### src/rtl/bytecode_fetch_seq_pkg.sv
// Shared constants for the bytecode fetch sequencer: operand-count width,
// the opcodes that need special handling, and the sequencer state encoding.
package bytecode_fetch_seq_pkg;

    localparam int PARAM_LEN  = 3;
    localparam int MAX_PARAMS = 4;

    localparam logic [7:0] OP_WIDE         = 8'hC4;
    localparam logic [7:0] OP_TABLESWITCH  = 8'hAA;
    localparam logic [7:0] OP_LOOKUPSWITCH = 8'hAB;

    typedef enum logic [2:0] {
        SEQ_IDLE  = 3'd0,
        SEQ_FETCH = 3'd1,
        SEQ_CHECK = 3'd2,
        SEQ_PARAM = 3'd3,
        SEQ_EMIT  = 3'd4,
        SEQ_ERR   = 3'd5
    } seq_state_e;

    // Switch instructions carry alignment padding and a table, so their length
    // cannot come from a fixed count.
    function automatic logic is_variable_len(input logic [7:0] op);
        return (op == OP_TABLESWITCH) || (op == OP_LOOKUPSWITCH);
    endfunction

endpackage

### src/rtl/bytecode_fetch_seq_count_rom.sv
// Opcode to fixed operand-byte count for the JVM instruction set.
// Opcodes that take no operands (and unknown ones) map to zero.
module count_rom
    import bytecode_fetch_seq_pkg::*;
(
    input  logic [7:0]           opcode_i,
    output logic [PARAM_LEN-1:0] count_o
);

    always_comb begin
        count_o = '0;
        case (opcode_i) inside
            8'h10, 8'h12, [8'h15:8'h19], [8'h36:8'h3A], 8'hA9, 8'hBC:
                count_o = PARAM_LEN'(1);
            8'h11, 8'h13, 8'h14, 8'h84, [8'h99:8'hA8], [8'hB2:8'hB8],
            8'hBB, 8'hBD, 8'hC0, 8'hC1, 8'hC6, 8'hC7:
                count_o = PARAM_LEN'(2);
            8'hC5:
                count_o = PARAM_LEN'(3);
            8'hB9, 8'hBA, 8'hC8, 8'hC9:
                count_o = PARAM_LEN'(4);
            default:
                count_o = '0;
        endcase
    end

endmodule

### src/rtl/bytecode_fetch_seq.sv
// Walks JVM bytecode in iram one instruction at a time, resolving the wide
// prefix and collecting operands, and hands decoded records downstream.
module bytecode_fetch_seq
    import bytecode_fetch_seq_pkg::*;
#(
    parameter int ADDR_W = 12
) (
    input  logic                 clk,
    input  logic                 reset,
    input  logic                 start,
    input  logic [ADDR_W-1:0]    start_pc,
    input  logic                 stop,
    input  logic                 redirect,
    input  logic [ADDR_W-1:0]    redirect_pc,
    output logic [ADDR_W-1:0]    iram_addr,
    input  logic [7:0]           iram_data,
    output logic                 out_valid,
    input  logic                 out_ready,
    output logic [7:0]           out_opcode,
    output logic                 out_wide,
    output logic [PARAM_LEN-1:0] out_count,
    output logic [31:0]          out_params,
    output logic [ADDR_W-1:0]    out_pc,
    output logic                 busy,
    output logic                 err
);

    seq_state_e           state_q;
    logic [ADDR_W-1:0]    pc_q;
    logic [ADDR_W-1:0]    op_pc_q;
    logic                 wide_q;
    logic                 stop_pend_q;
    logic                 err_q;
    logic                 out_valid_q;
    logic [7:0]           opcode_q;
    logic [PARAM_LEN-1:0] cnt_q;
    logic [PARAM_LEN-1:0] rem_q;
    logic [31:0]          params_q;

    logic [PARAM_LEN-1:0] rom_cnt;
    logic [PARAM_LEN:0]   eff_cnt_d;
    logic                 fault_d;
    logic                 active;
    logic                 accept;

    count_rom u_count_rom (
        .opcode_i (iram_data),
        .count_o  (rom_cnt)
    );

    assign active = (state_q != SEQ_IDLE) && (state_q != SEQ_ERR);
    assign accept = out_valid_q && out_ready;

    // One extra bit so a doubled count never aliases back into range.
    assign eff_cnt_d = wide_q ? {rom_cnt, 1'b0} : {1'b0, rom_cnt};

    always_comb begin
        fault_d = 1'b0;
        if (iram_data == OP_WIDE) begin
            fault_d = wide_q;
        end else if (is_variable_len(iram_data)) begin
            fault_d = 1'b1;
        end else if (wide_q && (rom_cnt == '0)) begin
            fault_d = 1'b1;
        end else if (eff_cnt_d > (PARAM_LEN + 1)'(MAX_PARAMS)) begin
            fault_d = 1'b1;
        end
    end

    always_ff @(posedge clk) begin
        if (!reset) begin
            state_q     <= SEQ_IDLE;
            pc_q        <= '0;
            op_pc_q     <= '0;
            wide_q      <= 1'b0;
            stop_pend_q <= 1'b0;
            err_q       <= 1'b0;
            out_valid_q <= 1'b0;
            opcode_q    <= '0;
            cnt_q       <= '0;
            rem_q       <= '0;
            params_q    <= '0;
        end else begin
            if (stop && active) begin
                stop_pend_q <= 1'b1;
            end

            if (redirect && active) begin
                pc_q        <= redirect_pc;
                op_pc_q     <= redirect_pc;
                wide_q      <= 1'b0;
                out_valid_q <= 1'b0;
                state_q     <= SEQ_FETCH;
            end else begin
                case (state_q)
                    SEQ_IDLE, SEQ_ERR: begin
                        if (start) begin
                            pc_q        <= start_pc;
                            op_pc_q     <= start_pc;
                            wide_q      <= 1'b0;
                            err_q       <= 1'b0;
                            stop_pend_q <= 1'b0;
                            state_q     <= SEQ_FETCH;
                        end
                    end
                    SEQ_FETCH: begin
                        pc_q    <= pc_q + ADDR_W'(1);
                        state_q <= SEQ_CHECK;
                    end
                    SEQ_CHECK: begin
                        if (fault_d) begin
                            err_q   <= 1'b1;
                            wide_q  <= 1'b0;
                            state_q <= SEQ_ERR;
                        end else if (iram_data == OP_WIDE) begin
                            // The next byte is already in flight, so stay here.
                            wide_q <= 1'b1;
                            pc_q   <= pc_q + ADDR_W'(1);
                        end else begin
                            opcode_q <= iram_data;
                            cnt_q    <= eff_cnt_d[PARAM_LEN-1:0];
                            params_q <= '0;
                            if (eff_cnt_d == '0) begin
                                out_valid_q <= 1'b1;
                                state_q     <= SEQ_EMIT;
                            end else begin
                                pc_q    <= pc_q + ADDR_W'(1);
                                rem_q   <= eff_cnt_d[PARAM_LEN-1:0];
                                state_q <= SEQ_PARAM;
                            end
                        end
                    end
                    SEQ_PARAM: begin
                        params_q <= {params_q[23:0], iram_data};
                        rem_q    <= rem_q - PARAM_LEN'(1);
                        // Skip the bump on the last byte so pc lands on the next opcode.
                        if (rem_q > PARAM_LEN'(1)) begin
                            pc_q <= pc_q + ADDR_W'(1);
                        end
                        if (rem_q == PARAM_LEN'(1)) begin
                            out_valid_q <= 1'b1;
                            state_q     <= SEQ_EMIT;
                        end
                    end
                    SEQ_EMIT: begin
                        if (accept) begin
                            out_valid_q <= 1'b0;
                            wide_q      <= 1'b0;
                            op_pc_q     <= pc_q;
                            if (stop_pend_q || stop) begin
                                stop_pend_q <= 1'b0;
                                state_q     <= SEQ_IDLE;
                            end else begin
                                state_q <= SEQ_FETCH;
                            end
                        end
                    end
                    default: begin
                        state_q <= SEQ_IDLE;
                    end
                endcase
            end
        end
    end

    assign iram_addr  = pc_q;
    assign out_valid  = out_valid_q;
    assign out_opcode = opcode_q;
    assign out_wide   = wide_q;
    assign out_count  = cnt_q;
    assign out_params = params_q;
    assign out_pc     = op_pc_q;
    assign busy       = (state_q != SEQ_IDLE);
    assign err        = err_q;

endmodule

### config.mk
export PLATFORM = sky130hd
export DESIGN_NAME = bytecode_fetch_seq
export DESIGN_NICKNAME = d
export VERILOG_FILES = /design/src/rtl/bytecode_fetch_seq_pkg.sv /design/src/rtl/bytecode_fetch_seq_count_rom.sv /design/src/rtl/bytecode_fetch_seq.sv
export SDC_FILE = /design/constraint.sdc
export NUM_CORES = 1
export LEC_CHECK = 0
export ABC_AREA = 0
export CAP_MARGIN = 0
export CORE_ASPECT_RATIO = 1.75
export CORE_MARGIN = 5
export CORE_UTILIZATION = 30
export DETAILED_ROUTE_END_ITERATION = 10
export GPL_TIMING_DRIVEN = 0
export SLEW_MARGIN = 20
export SYNTH_ARGS = -nofsm -noshare
export SYNTH_HDL_FRONTEND = slang
export SYNTH_SLANG_ARGS = --single-unit
### constraint.sdc
create_clock -name clk -period 4.3 [get_ports clk]
set_input_delay 0.43 -clock clk [delete_from_list [all_inputs] [get_ports clk]]
set_output_delay 0.43 -clock clk [all_outputs]
set_load 0.01 [all_outputs]
; Word level (Yosys, flattened, before mapping)
; Index checks and enable logic that the tools add are counted.
[totals]
regBits = 77
input_bits = 38
output_inout_bits = 71
word_cells = 163
[op_classes]
n_addsub = 2
magnitude_cmp = 10
n_eq_ne = 46
n_mux = 53
bitwise_logic = 4
n_reduce_logical = 36
[ops]
columns = op, n
row1 = $eq 8x8->1 const B, 17
row2 = $mux 12, 8
row3 = $mux 32, 2
row4 = $pmux 32 s2, 1
row5 = $pmux 12 s4, 1
row6 = $eq 8x5->1 const B, 5
row7 = $mux 3, 13
row8 = $ne 3x3->1 const B, 8
row9 = $pmux 12 s2, 1
row10 = $reduce_and 4->1, 6
row11 = $mux 1, 20
row12 = $ge 8x8->1 const B, 2
row13 = $le 8x8->1 const B, 2
row14 = $ne 2x2->1 const B, 8
row15 = $pmux 3 s5, 1
row16 = $add 12x1->12 const B, 1
row17 = $reduce_bool 3->1, 4
row18 = $reduce_or 12->1, 1
row19 = $reduce_and 5->1, 2
row20 = $logic_and 1x1->1, 9
row21 = $ge 8x5->1 const B, 1
row22 = $ge 8x6->1 const B, 1
row23 = $le 8x5->1 const B, 1
row24 = $le 8x6->1 const B, 1
row25 = 22 further kinds, 35

; Longest topological paths before layout
[depth]
word_depth = 15
mapped_depth = 10
mapped_depth_nobuf = 9

; Hierarchy
; Synthesis repeated with hierarchy kept, for this count alone.
[hier_totals]
cells_unflattened = 521
hier_area_um2 = 4242.8
[modules_own_cells]
columns = module, instances, cells_per_inst, area_each_um2, seq_area_each_um2
row1 = bytecode_fetch_seq, 1, 470, 3916.3, 1541.5
row2 = count_rom, 1, 51, 326.6, 0.0

; Worst setup path after synthesis
; Ideal clock, no wire load.
[synth_timing]
kind = input to register
start = in iram_data[7]
end = reg state_q[1]
setup_ns = 0.091
t_arrival_ns = 2.343
t_required_ns = 4.209
setup_slack_ns = 1.867
stages = 8
path_buffers = 1
cell_sequence = buf_4 or3b_4 or3_4 a21oi_4 or4_1 o22ai_1 or4_1 a311oi_1
[synth_between]
elab_chain_cells = 14
elab_cells_between_ends = 57
cone_classes = 9 x order compare / 23 x eq/ne / 13 x mux / 12 x reduce/logical
[synth_rtl]
columns = element, line_no
row1 = from (decl), bytecode_fetch_seq.sv:16  ; input logic [7:0] iram_data,
row2 = "parallel branches: the longest is 14 deep, another holds $ge 8x8->1", --
row3 = to (signal assigned), bytecode_fetch_seq.sv:93  ; state_q <= SEQ_FETCH;
row4 = to (signal assigned), bytecode_fetch_seq.sv:103  ; state_q <= SEQ_FETCH;
row5 = to (signal assigned), bytecode_fetch_seq.sv:114  ; state_q <= SEQ_ERR;
row6 = to (decl), bytecode_fetch_seq.sv:28  ; seq_state_e state_q;
; Parallel ways; which one is timed is not known. The select of a mux whose other input is x is not followed.
; A chain may end at the register's enable or synchronous reset.

; Worst setup path after layout
[layout_timing]
start = reg state_q[0]
end = reg op_pc_q[8], in the netlist out_pc[8]
[layout_between]
elab_chain_cells = 5
elab_cells_between_ends = 14
cone_classes = 5 x eq/ne / 2 x mux / 7 x reduce/logical
[layout_rtl]
columns = element, line_no
row1 = from (signal assigned), bytecode_fetch_seq.sv:72  ; state_q <= SEQ_IDLE;
row2 = from (signal assigned), bytecode_fetch_seq.sv:93
row3 = from (signal assigned), bytecode_fetch_seq.sv:103
row4 = $ne 3x3->1 or $reduce_bool 3->1 (tied branches), bytecode_fetch_seq.sv:51  ; assign active = (state_q != SEQ_IDLE) && (state_q != SEQ_ERR);
row5 = $logic_and 1x1->1, bytecode_fetch_seq.sv:51
row6 = $logic_and 1x1->1, bytecode_fetch_seq.sv:88  ; if (redirect && active) begin
row7 = $ne 3x3->1 (no line) or $reduce_bool 3->1 (tied branches), --
row8 = $reduce_and 3->1 (no line), --
row9 = to (signal assigned), bytecode_fetch_seq.sv:90  ; op_pc_q <= redirect_pc;
row10 = to (signal assigned), bytecode_fetch_seq.sv:99  ; op_pc_q <= start_pc;
row11 = to (signal assigned), bytecode_fetch_seq.sv:149  ; op_pc_q <= pc_q;
row12 = to (decl), bytecode_fetch_seq.sv:30  ; logic [ADDR_W-1:0] op_pc_q;
; Parallel ways exist; a longest one is shown, timed or not.

==> results by group <==
Place
  • Post-DP HPWL: 11,500 microns
  • Port buffer count: 104
  • Final GP Congestion: 0.888

Clock tree
  • CTS max path bufs: 2
  • Clock Tree Root: clkbuf_16
  • CTS Buf Count: 9
  • # hold bufs at CTS: 0
  • CTS tree: done
  • Clock latency on the worst-skew pair: 340 ps
  • # resized after CTS: 0
  • Num Clock Sinks: 77
  • Postcts setup bufs: 0
  • H-tree Lvls: 3
  • Clock-pin slew on the worst setup and hold paths: 70 ps

Setup path
  • Max stage delay on crit path: 500 ps
  • CP dominant cell by count: clkbuf_1
  • WS Path Type: reg -> reg
  • Worst setup EP type: register
  • Worst EP arrival: 3390 ps
  • Startpoint Class: register
  • Worst-path cell chain: nor2b_1 -> or3_1 -> clkbuf_1 -> and2_1 -> clkbuf_1 -> clkbuf_1 -> nor2_1 -> o21bai_1 -> a21oi_1
  • Required time worst endpoint: 4500 ps
  • Setup crit start: state_q[0]
  • R2R Path Start: state_q[0]
  • Slowest cell on crit path: clkbuf_1
  • Worst-path fanout max: 10

Routing
  • Vias per cell: 5.42
  • Wl on met1: 5290 microns
  • Final WL: 14,600 microns
  • Via Count: 4,359
  • Post-DRT Antenna Nets: 0
  • DR pass1 iterations: 5
  • Met2 routed wirelength: 7530 microns
  • Met3 wire length: 953 microns
  • Top Layer Used: met4
  • DR iter-0 viols: 261
  • Remaining design rule violation count: 0
  • Routed length per instance: 18.2 microns

Yosys
  • FFs w/ async S/R, synth: 0
  • Mean Syn Cell Area: 8.31 sq um
  • Cells after Synth: 507
  • Yosys reg bits: 77
  • Post-synth net total: 548
  • Largest cells by area after synthesis: dfxtp_1 (37%), mux2i_1 (8.1%), a22o_1 (6.7%)
  • Synthesized area: 0.00421 sq mm
  • Yosys warns: 0
  • Seq/Total Area, Yosys: 0.366
  • EDFF count, synth: 0
  • Largest area contributor in the netlist: dfxtp_1
  • Main flop type after synthesis: dfxtp_1
  • Synth cell types: 66
  • Synth top area share: 0.366

GRT
  • GRT Total Usage: 0.172
  • Largest net degree at the start of global routing: 16
  • Vias in the first global route: 4,524
  • Grt ovf: 0
  • First-pass GRT wire length: 22,900 microns
  • Initial antenna violation count: 0

Final layout
  • Commonest non-fill, non-tap cell in the layout: clkdlybuf4s50_1
  • Nets: 663
  • Area Growth Syn to Fin: 37.5%
  • Number of fill cells in the layout: 1,439
  • Most frequent cells in the layout: clkdlybuf4s50_1 (104), dfxtp_1 (77), nand2_1 (70), nor2_1 (34), mux2i_1 (34)
  • Antenna diode count: 0
  • Share of cells above drive strength 1: 0.0750

Worst hold path
  • Hold_sp: iram_data[6]
  • Type of the most critical hold path: in -> reg

Floorplan
  • Die width: 99.6 microns
  • Core Area: 0.0138 sq mm
  • Row Count: 57
  • Full die area: 0.0166 sq mm
  • Die Span Y: 167 microns
  • Starting density of the core: 0.305
  • Ports: 109

Timing
  • Fin crit period: 3180 ps
  • TNS Setup: 0 ps
  • Clk_skew: 9.55 ps
  • Final Hold Viols: 0
  • RSZ-0062 raised after global routing: false
  • Worst slew pin tran: 844 ps
  • Period utilisation layout: 0.741
  • Max-slew violation count: 0
  • Slew HR: 0.437
  • Final setup fails: 0
  • Fmax: 0.314 GHz

Status
  • Status: completed

Run
  • Max-Cap Viols: 0

Power and ir drop
  • Power Total: 2.17 mW
  • VDD IR-drop max: 0.175 mV
  • Leakage Power: 2.05 nW
  • Cell area power density: 375 mW/mm^2
==> kinds of logic after synthesis <==
| family | synth area share |
|---|---|
| buffers and inverters | 0.0496 |
| adder cells (fa/ha/maj) | 0.00891 |
| AO/OA/AOI/OAI | 0.234 |
| flip-flops | 0.366 |
| multiplexers | 0.0834 |
| AND/OR/NAND/NOR | 0.232 |
| XOR/XNOR | 0.0270 |
==> worst paths after layout <==
kind | to | slack, ps | depth (start not counted)
max reg2reg | out_pc[8] | 1120 | 9
min reg2reg | out_pc[8] | 460 | 2
max | out_pc[8] | 1120 | 9
min | out_params[6] | 370 | 2
==> area by class of cell <==
cell class / count / area, sq um / area share
Sequential cell: 77 / 1540 / 0.266
Buffer: 39 / 175 / 0.0302
Clock inverter: 6 / 77.6 / 0.0134
Multi-Input combinational cell: 382 / 2460 / 0.425
Timing Repair Buffer: 104 / 1040 / 0.180
Clock buffer: 10 / 239 / 0.0413
Tap cell: 177 / 221 / 0.0382
Inverter: 9 / 33.8 / 0.00583
==> registers in the layout (all words and copies together) (netlist names) <==
register and count:
out_count 3, out_opcode 8, stop_pend_q 1, rem_q 3
iram_addr 12, out_pc 12, out_params 32, out_wide 1
out_valid 1, state_q 3, err 1
==> worst max-delay path: cells and delay by family (launching register included) <==
family / cells / cell delay [ps]
flops: 1 / 420
simple gates: 4 / 780
buf+inv: 3 / 1340
compound gates: 2 / 500
==> power breakdown <==
part	switching, mW	internal (mW)	total (mW)
logic	0.292	0.241	0.533
clock network	0.331	0.478	0.809
registers	0.0662	0.762	0.828
==> synth_stat cells, types with 8 or more instances <==
library cell and n:
dfxtp_1 77, nand2_1 70, mux2i_1 34, nor2_1 34, a22o_1 32, o21ai_0 29
clkbuf_1 25, a21oi_1 21, nand3_1 14, a31oi_1 11, buf_2 11, nor2b_1 10
inv_1 8, xor2_1 8
==> stage by stage <==
stage	worst slack (ps)	std cells	hold WS (ps)	cell area (sq um)	utilization
after floorplan	1870	507	444	4210	-
after global routing	999	804	384	5790	0.419
after global placement	962	788	450	5480	0.396
after detailed placement	897	788	454	5480	0.396
after CTS	1200	804	359	5790	0.419
final	1120	804	366	5790	0.419
==> routing by layer <==
layer / GRT usage / vias up
met5: 0 / -
met4: 0.116 / 0
met1: 0.172 / 2027
met3: 0.0377 / 55
met2: 0.311 / 203
li1: - / 2074
(Power assumes the default switching activity.)
==> variant 1 (same flow settings) <==
Re-encode `seq_state_e` (6 states) as Gray code, 3 bits wide.
--- a/src/rtl/bytecode_fetch_seq_pkg.sv
+++ b/src/rtl/bytecode_fetch_seq_pkg.sv
@@ -10,12 +10,12 @@
     localparam logic [7:0] OP_LOOKUPSWITCH = 8'hAB;
 
     typedef enum logic [2:0] {
-        SEQ_IDLE  = 3'd0,
-        SEQ_FETCH = 3'd1,
-        SEQ_CHECK = 3'd2,
-        SEQ_PARAM = 3'd3,
-        SEQ_EMIT  = 3'd4,
-        SEQ_ERR   = 3'd5
+        SEQ_IDLE  = 3'b000,
+        SEQ_FETCH = 3'b001,
+        SEQ_CHECK = 3'b011,
+        SEQ_PARAM = 3'b010,
+        SEQ_EMIT  = 3'b110,
+        SEQ_ERR   = 3'b111
     } seq_state_e;
 
     // Switch instructions carry alignment padding and a table, so their length
Formal check against the unedited RTL: same outputs for any inputs over 4 cycles, from zero or initial values and one cycle with reset low; so few cycles prove little.
==> variant 1 against the original RTL <==
Wire length up 14%. Worst setup slack better by 0.055 ns. Synthesized area up 13%. Sequential share of layout area down 2.3 points. Power down 2.1%. Sequential cell count unchanged. Final cell count up 9.1%. Design area up 9.5%.
==> variant 1: results (changes against the original RTL) <==
Yosys
  – Synth cell types: 72 (was 66)
  – Dominant cells by area after synthesis: dfxtp_1 32%, nand2_1 7.1%, a21boi_2 6.9%, nand3_2 6.1%, mux2i_1 4.6% (was dfxtp_1 37%, mux2i_1 8.1%, a22o_1 6.7%, nand2_1 6.2%, o21ai_0 3.4%)
  – Sequential share of the synthesized area: 32.5% (was 36.6%)
  – Cells after Synth: 567 (was 507)
  – Commonest cells post-synth: 90 x nand2_1, 77 x dfxtp_1, 41 x nor2_1, 29 x a21boi_2, 29 x nand3_2 (was 77 x dfxtp_1, 70 x nand2_1, 34 x mux2i_1, 34 x nor2_1, 32 x a22o_1)
  – Post-synthesis net count: 608 (was 548)

Setup path
  – WP data arrival: 3.41 ns (was 3.39 ns)
  – Setup slack, reg-to-reg: 1.17 ns (was 1.12 ns)
  – Worst r2r src: state_q[1]$_SDFFE_PP0P_ (was state_q[0]$_SDFFE_PN0P_)
  – End of the worst register-to-register path: out_pc[10]$_SDFFE_PN0P_ (was out_pc[8]$_SDFFE_PN0P_)

Placement
  – Instance area at placement: 6030 µm² (was 5480 µm²)
  – Placed insts: 861 (was 788)
  – Port Buffers: 105 (was 104)
  – Post-DP HPWL: 13,100 µm (was 11,500 µm)
  – Routability cong.: 0.912 (was 0.888)
  – Place WS: 0.612 ns (was 0.897 ns)

Hold path
  – HP Start: iram_data[7] (was iram_data[6])
  – Min-Delay Endpoint: out_params[7]$_SDFFE_PN0P_ (was out_params[6]$_SDFFE_PN0P_)
  – Hold path cells: 3 (was 2)

STA
  – Fin crit share: 72.8% (was 74.1%)
  – Slew margin rel.: 25.0% (was 43.7%)
  – Worst hold slack: 0.412 ns (was 0.366 ns)
  – Setup Skew: 0.00965 ns (was 0.00955 ns)

Detailed routing
  – Routed vias: 4,781 (was 4,359)
  – DR pass1 iterations: 6 (was 5)
  – WL final: 16,700 µm (was 14,600 µm)
  – Initial DRC count: 256 (was 261)

Power
  – Leakage: 2.07 nW (was 2.05 nW)
  – VDD IR max: 0.000173 V (was 0.000175 V)
  – Internal power: 1.44 mW (was 1.48 mW)

CTS
  – H-tree Lvls: 3 (unchanged)

Cells and area
  – Final Non-Filler Cells: 877 (was 804)
  – Fillers: 1,650 (was 1,439)
  – Share of layout cells above drive strength 1: 16.7% (was 7.50%)

GRT
  – Number of global-route vias before repair: 4,892 (was 4,524)
  – First-pass GRT wire length: 26,000 µm (was 22,900 µm)
  – GRT Total Usage: 17.6% (was 17.2%)

Outcome
  – Status: finished, final reports clean (unchanged)
[variant 1: kinds of logic (layout without fill, tap and decap cells)]
group,after synthesis,count (layout),share of synthesized area [%]
adder cells (fa/ha/maj),3,3,0.791
buffers and inverters,59,180,6.43
AND/OR/NAND/NOR,242,242,27.5
flip-flops,77,77,32.5
XOR/XNOR,4,4,0.739
AO/OA/AOI/OAI,160,160,27.4
multiplexers,22,22,4.64
[variant 1: area by class of cell]
type / count / area, µm² / share of cell area, %
clock buffer: 9 / 225 / 3.55
tap: 189 / 236 / 3.73
sequential: 77 / 1540 / 24.3
multi-input combinational: 431 / 2900 / 45.8
buffer: 46 / 256 / 4.04
clock inverter: 7 / 80.1 / 1.26
timing repair buffer: 105 / 1050 / 16.6
inverter: 13 / 48.8 / 0.769
[variant 1: stage by stage]
step / util (%) / power [mW]
after floorplan: - / 1.11
after global placement: 38.4 / 1.34
after detailed placement: 38.4 / 1.34
after CTS: 40.3 / 2.14
after global routing: 40.3 / 2.22
final: 40.3 / 2.13
[variant 1: worst max-delay path by stage]
| stage | cells past startpoint | endpoint | startpoint |
|---|---|---|---|
| 6_report | 9 | out_pc[10]$_SDFFE_PN0P_ | state_q[1]$_SDFFE_PP0P_ |
| 5_1_grt | 9 | out_pc[10]$_SDFFE_PN0P_ | state_q[1]$_SDFFE_PP0P_ |
| 4_1_cts | 7 | iram_addr[7]$_SDFFE_PN0P_ | iram_data[2] |
| 3_5_place_dp | 7 | iram_addr[7]$_SDFFE_PN0P_ | iram_data[2] |
| 3_3_place_gp | 7 | iram_addr[7]$_SDFFE_PN0P_ | iram_data[2] |
| 2_1_floorplan | 7 | rem_q[0]$_SDFFE_PN0P_ | iram_data[0] |
[variant 1: worst max-delay path: stages, from the launching register on]
cell      delay, ns
dfxtp_1        0.37
nor3_1         0.64
nor2_1         0.15
nand2_1        0.22
clkbuf_1       0.44
clkbuf_1       0.51
nor2_1         0.08
a31oi_1        0.41
mux2i_1        0.14
nor2_1         0.10
[variant 1: power by group through the flow]
stage / combinational [mW] / sequential (mW) / clock (mW)
2_1_floorplan: 0.281 / 0.828 / 0
3_3_place_gp: 0.516 / 0.823 / 0
3_5_place_dp: 0.518 / 0.822 / 0
4_1_cts: 0.521 / 0.808 / 0.810
5_1_grt: 0.560 / 0.815 / 0.846
6_report: 0.522 / 0.809 / 0.794
[variant 1: layer usage]
layer	share of wire [%]	up-vias	global-route usage, %
met5	0	-	0
met4	5.2	0	11.5
met3	5.7	38	3.73
met2	53	207	32.8
met1	36	2243	17.1
li1	-	2293	-
==> variant 2 (same flow settings) <==
Without the edit above. The package constant `PARAM_LEN` goes from 3 to 2.
--- a/src/rtl/bytecode_fetch_seq_pkg.sv
+++ b/src/rtl/bytecode_fetch_seq_pkg.sv
@@ -2,7 +2,7 @@
 // the opcodes that need special handling, and the sequencer state encoding.
 package bytecode_fetch_seq_pkg;
 
-    localparam int PARAM_LEN  = 3;
+    localparam int PARAM_LEN  = 2;
     localparam int MAX_PARAMS = 4;
 
     localparam logic [7:0] OP_WIDE         = 8'hC4;
Ports: changed (resized out_count); port bits go from 109 to 108. No check against the original RTL was run, so the function may have changed too.
==> variant 2 against the original RTL <==
Non-clock buffer count increased by 6. Combinational power is 61% higher. Sequential cell count fell by 2. Synthesized area fell by 0.68%. Final cell count increased by 2.9%. Largest power group is now clock. Clock power up 9.9%. Worst setup slack better by 0.22 ns. Design area about the same. Largest cell class unchanged. Wire length down 0.86%. Via count increased by 0.16%. Count of clock-buffer cells in the layout down 1. Power up 21%.
==> variant 2: results (changes against the original RTL) <==
Power
  – VDD IR max: 0.000203 V (was 0.000175 V)
  – Leakage: 1.91 nW (was 2.05 nW)

Yosys
  – Synth cell types: 62 (was 66)
  – Post-synthesis net count: 570 (was 548)
  – Post-synthesis mux area share: 6.52% (was 8.34%)
  – Dominant cells by area after synthesis: dfxtp_1 36%, a21boi_0 6.8%, nand2_1 6.8%, mux2i_1 6.0%, nand3_1 5.7% (was dfxtp_1 37%, mux2i_1 8.1%, a22o_1 6.7%, nand2_1 6.2%, o21ai_0 3.4%)
  – Syn avg cell area: 7.90 µm² (was 8.31 µm²)
  – Post-Synth Adder-Cell Area: 0.598% (was 0.891%)
  – Fraction of synthesized cell area in xor and xnor cells: 0.837% (was 2.70%)
  – Commonest cells post-synth: 76 x nand2_1, 75 x dfxtp_1, 48 x nand3_1, 38 x a21boi_0, 31 x clkbuf_1 (was 77 x dfxtp_1, 70 x nand2_1, 34 x mux2i_1, 34 x nor2_1, 32 x a22o_1)
  – Compound-Gate Fraction of Synth Area: 24.3% (was 23.4%)
  – Sequential share of the synthesized area: 35.9% (was 36.6%)

Outcome
  – Status: finished, final reports clean (unchanged)

Setup path
  – Setup crit start: iram_data[0] (was state_q[0]$_SDFFE_PN0P_)
  – WP data arrival: 3.22 ns (was 3.39 ns)
  – Worst r2r src: state_q[2]$_SDFFE_PP0P_ (was state_q[0]$_SDFFE_PN0P_)
  – Reg2reg path depth: 8 (was 9)
  – Setup slack, reg-to-reg: 1.59 ns (was 1.12 ns)

CTS
  – Num CTS Buffers: 9 (unchanged)

Cells and area
  – Fillers: 1,409 (was 1,439)
  – ANT cells: 0 (unchanged)
  – Share of layout cells above drive strength 1: 6.46% (was 7.50%)
  – Post-layout nets: 685 (was 663)
  – Final Non-Filler Cells: 827 (was 804)

Hold path
  – Min-Delay Endpoint: out_params[7]$_SDFFE_PN0P_ (was out_params[6]$_SDFFE_PN0P_)
  – HP Start: iram_data[7] (was iram_data[6])
  – Hold path cells: 3 (was 2)

Placement
  – Post-DP HPWL: 11,000 µm (was 11,500 µm)
  – Placed insts: 811 (was 788)
  – Routability cong.: 0.928 (was 0.888)

STA
  – Worst hold slack: 0.364 ns (was 0.366 ns)
  – Setup Skew: 0.00843 ns (was 0.00955 ns)
  – Slew margin rel.: 38.0% (was 43.7%)

Detailed routing
  – Average wire per standard cell: 17.5 µm (was 18.2 µm)
  – Routed vias: 4,366 (was 4,359)
  – Initial DRC count: 257 (was 261)

GRT
  – Pin count of the biggest net entering global routing: 15 (was 16)
  – GRT Total Usage: 17.5% (was 17.2%)
  – First-pass GRT wire length: 23,300 µm (was 22,900 µm)
[variant 2: cell count changes after synthesis, sizes merged, moves of 6 or more]
cell    delta
a21boi    +44
a22o      -32
a31oi      -7
clkbuf     +6
mux2i      -9
nand2      +6
nand3     +36
o211ai    +15
xor2       -7
[variant 2: critical path: stages]
cell and delay [ns]:
clkdlybuf4s50_1 0.56, clkbuf_1 0.37, nor2_1 0.13, a311oi_1 0.53, nand3_2 0.19, o21ai_1 0.39
buf_2 0.30, nand3_1 0.10, a21boi_0 0.22
[variant 2: cell type report]
type | count | share of cell area, %
Tap cell | 177 | 3.82
Inverter | 9 | 0.583
Multi-Input combinational cell | 401 | 42.4
Timing Repair Buffer | 104 | 18.0
Clock inverter | 7 | 2.14
Clock buffer | 9 | 3.89
Sequential cell | 75 | 25.9
Buffer | 45 | 3.32
[variant 2: routing by layer]
layer  up-vias  track usage (%)  wire length, µm
li1       2142                -                -
met1      2055             17.9             5360
met2       140             33.1             7840
met3        29             3.78              847
met4         0             7.79              449
met5         -                0                0
[variant 2: logic make-up after synthesis]
logic type | Yosys count
flip-flops | 75
multiplexers | 27
XOR/XNOR | 4
AO/OA/AOI/OAI | 146
buffers and inverters | 54
adder cells (fa/ha/maj) | 2
AND/OR/NAND/NOR | 222
[variant 2: where the power goes]
group	leakage (nW)	internal, mW	switching [mW]
Clock	0.166	0.571	0.319
Sequential	0.610	0.782	0.0925
Combinational	1.13	0.381	0.477
[variant 2: metrics by stage]
stage | setup WS (ns) | cell area [µm²]
final | 1.34 | 5800
after global routing | 1.04 | 5800
after CTS | 1.30 | 5800
after detailed placement | 0.996 | 5450
after global placement | 1.08 | 5450
after floorplan | 1.93 | 4190
[variant 2: worst max path at each step]
| stage | depth (start not counted) | end |
|---|---|---|
| after floorplan | 8 | state_q[1]$_SDFFE_PP0P_ |
| after global placement | 9 | out_params[7]$_SDFFE_PN0P_ |
| after detailed placement | 9 | out_params[30]$_SDFFE_PN0P_ |
| after CTS | 9 | out_params[30]$_SDFFE_PN0P_ |
| after global routing | 9 | out_params[30]$_SDFFE_PN0P_ |
| final | 9 | out_params[30]$_SDFFE_PN0P_ |
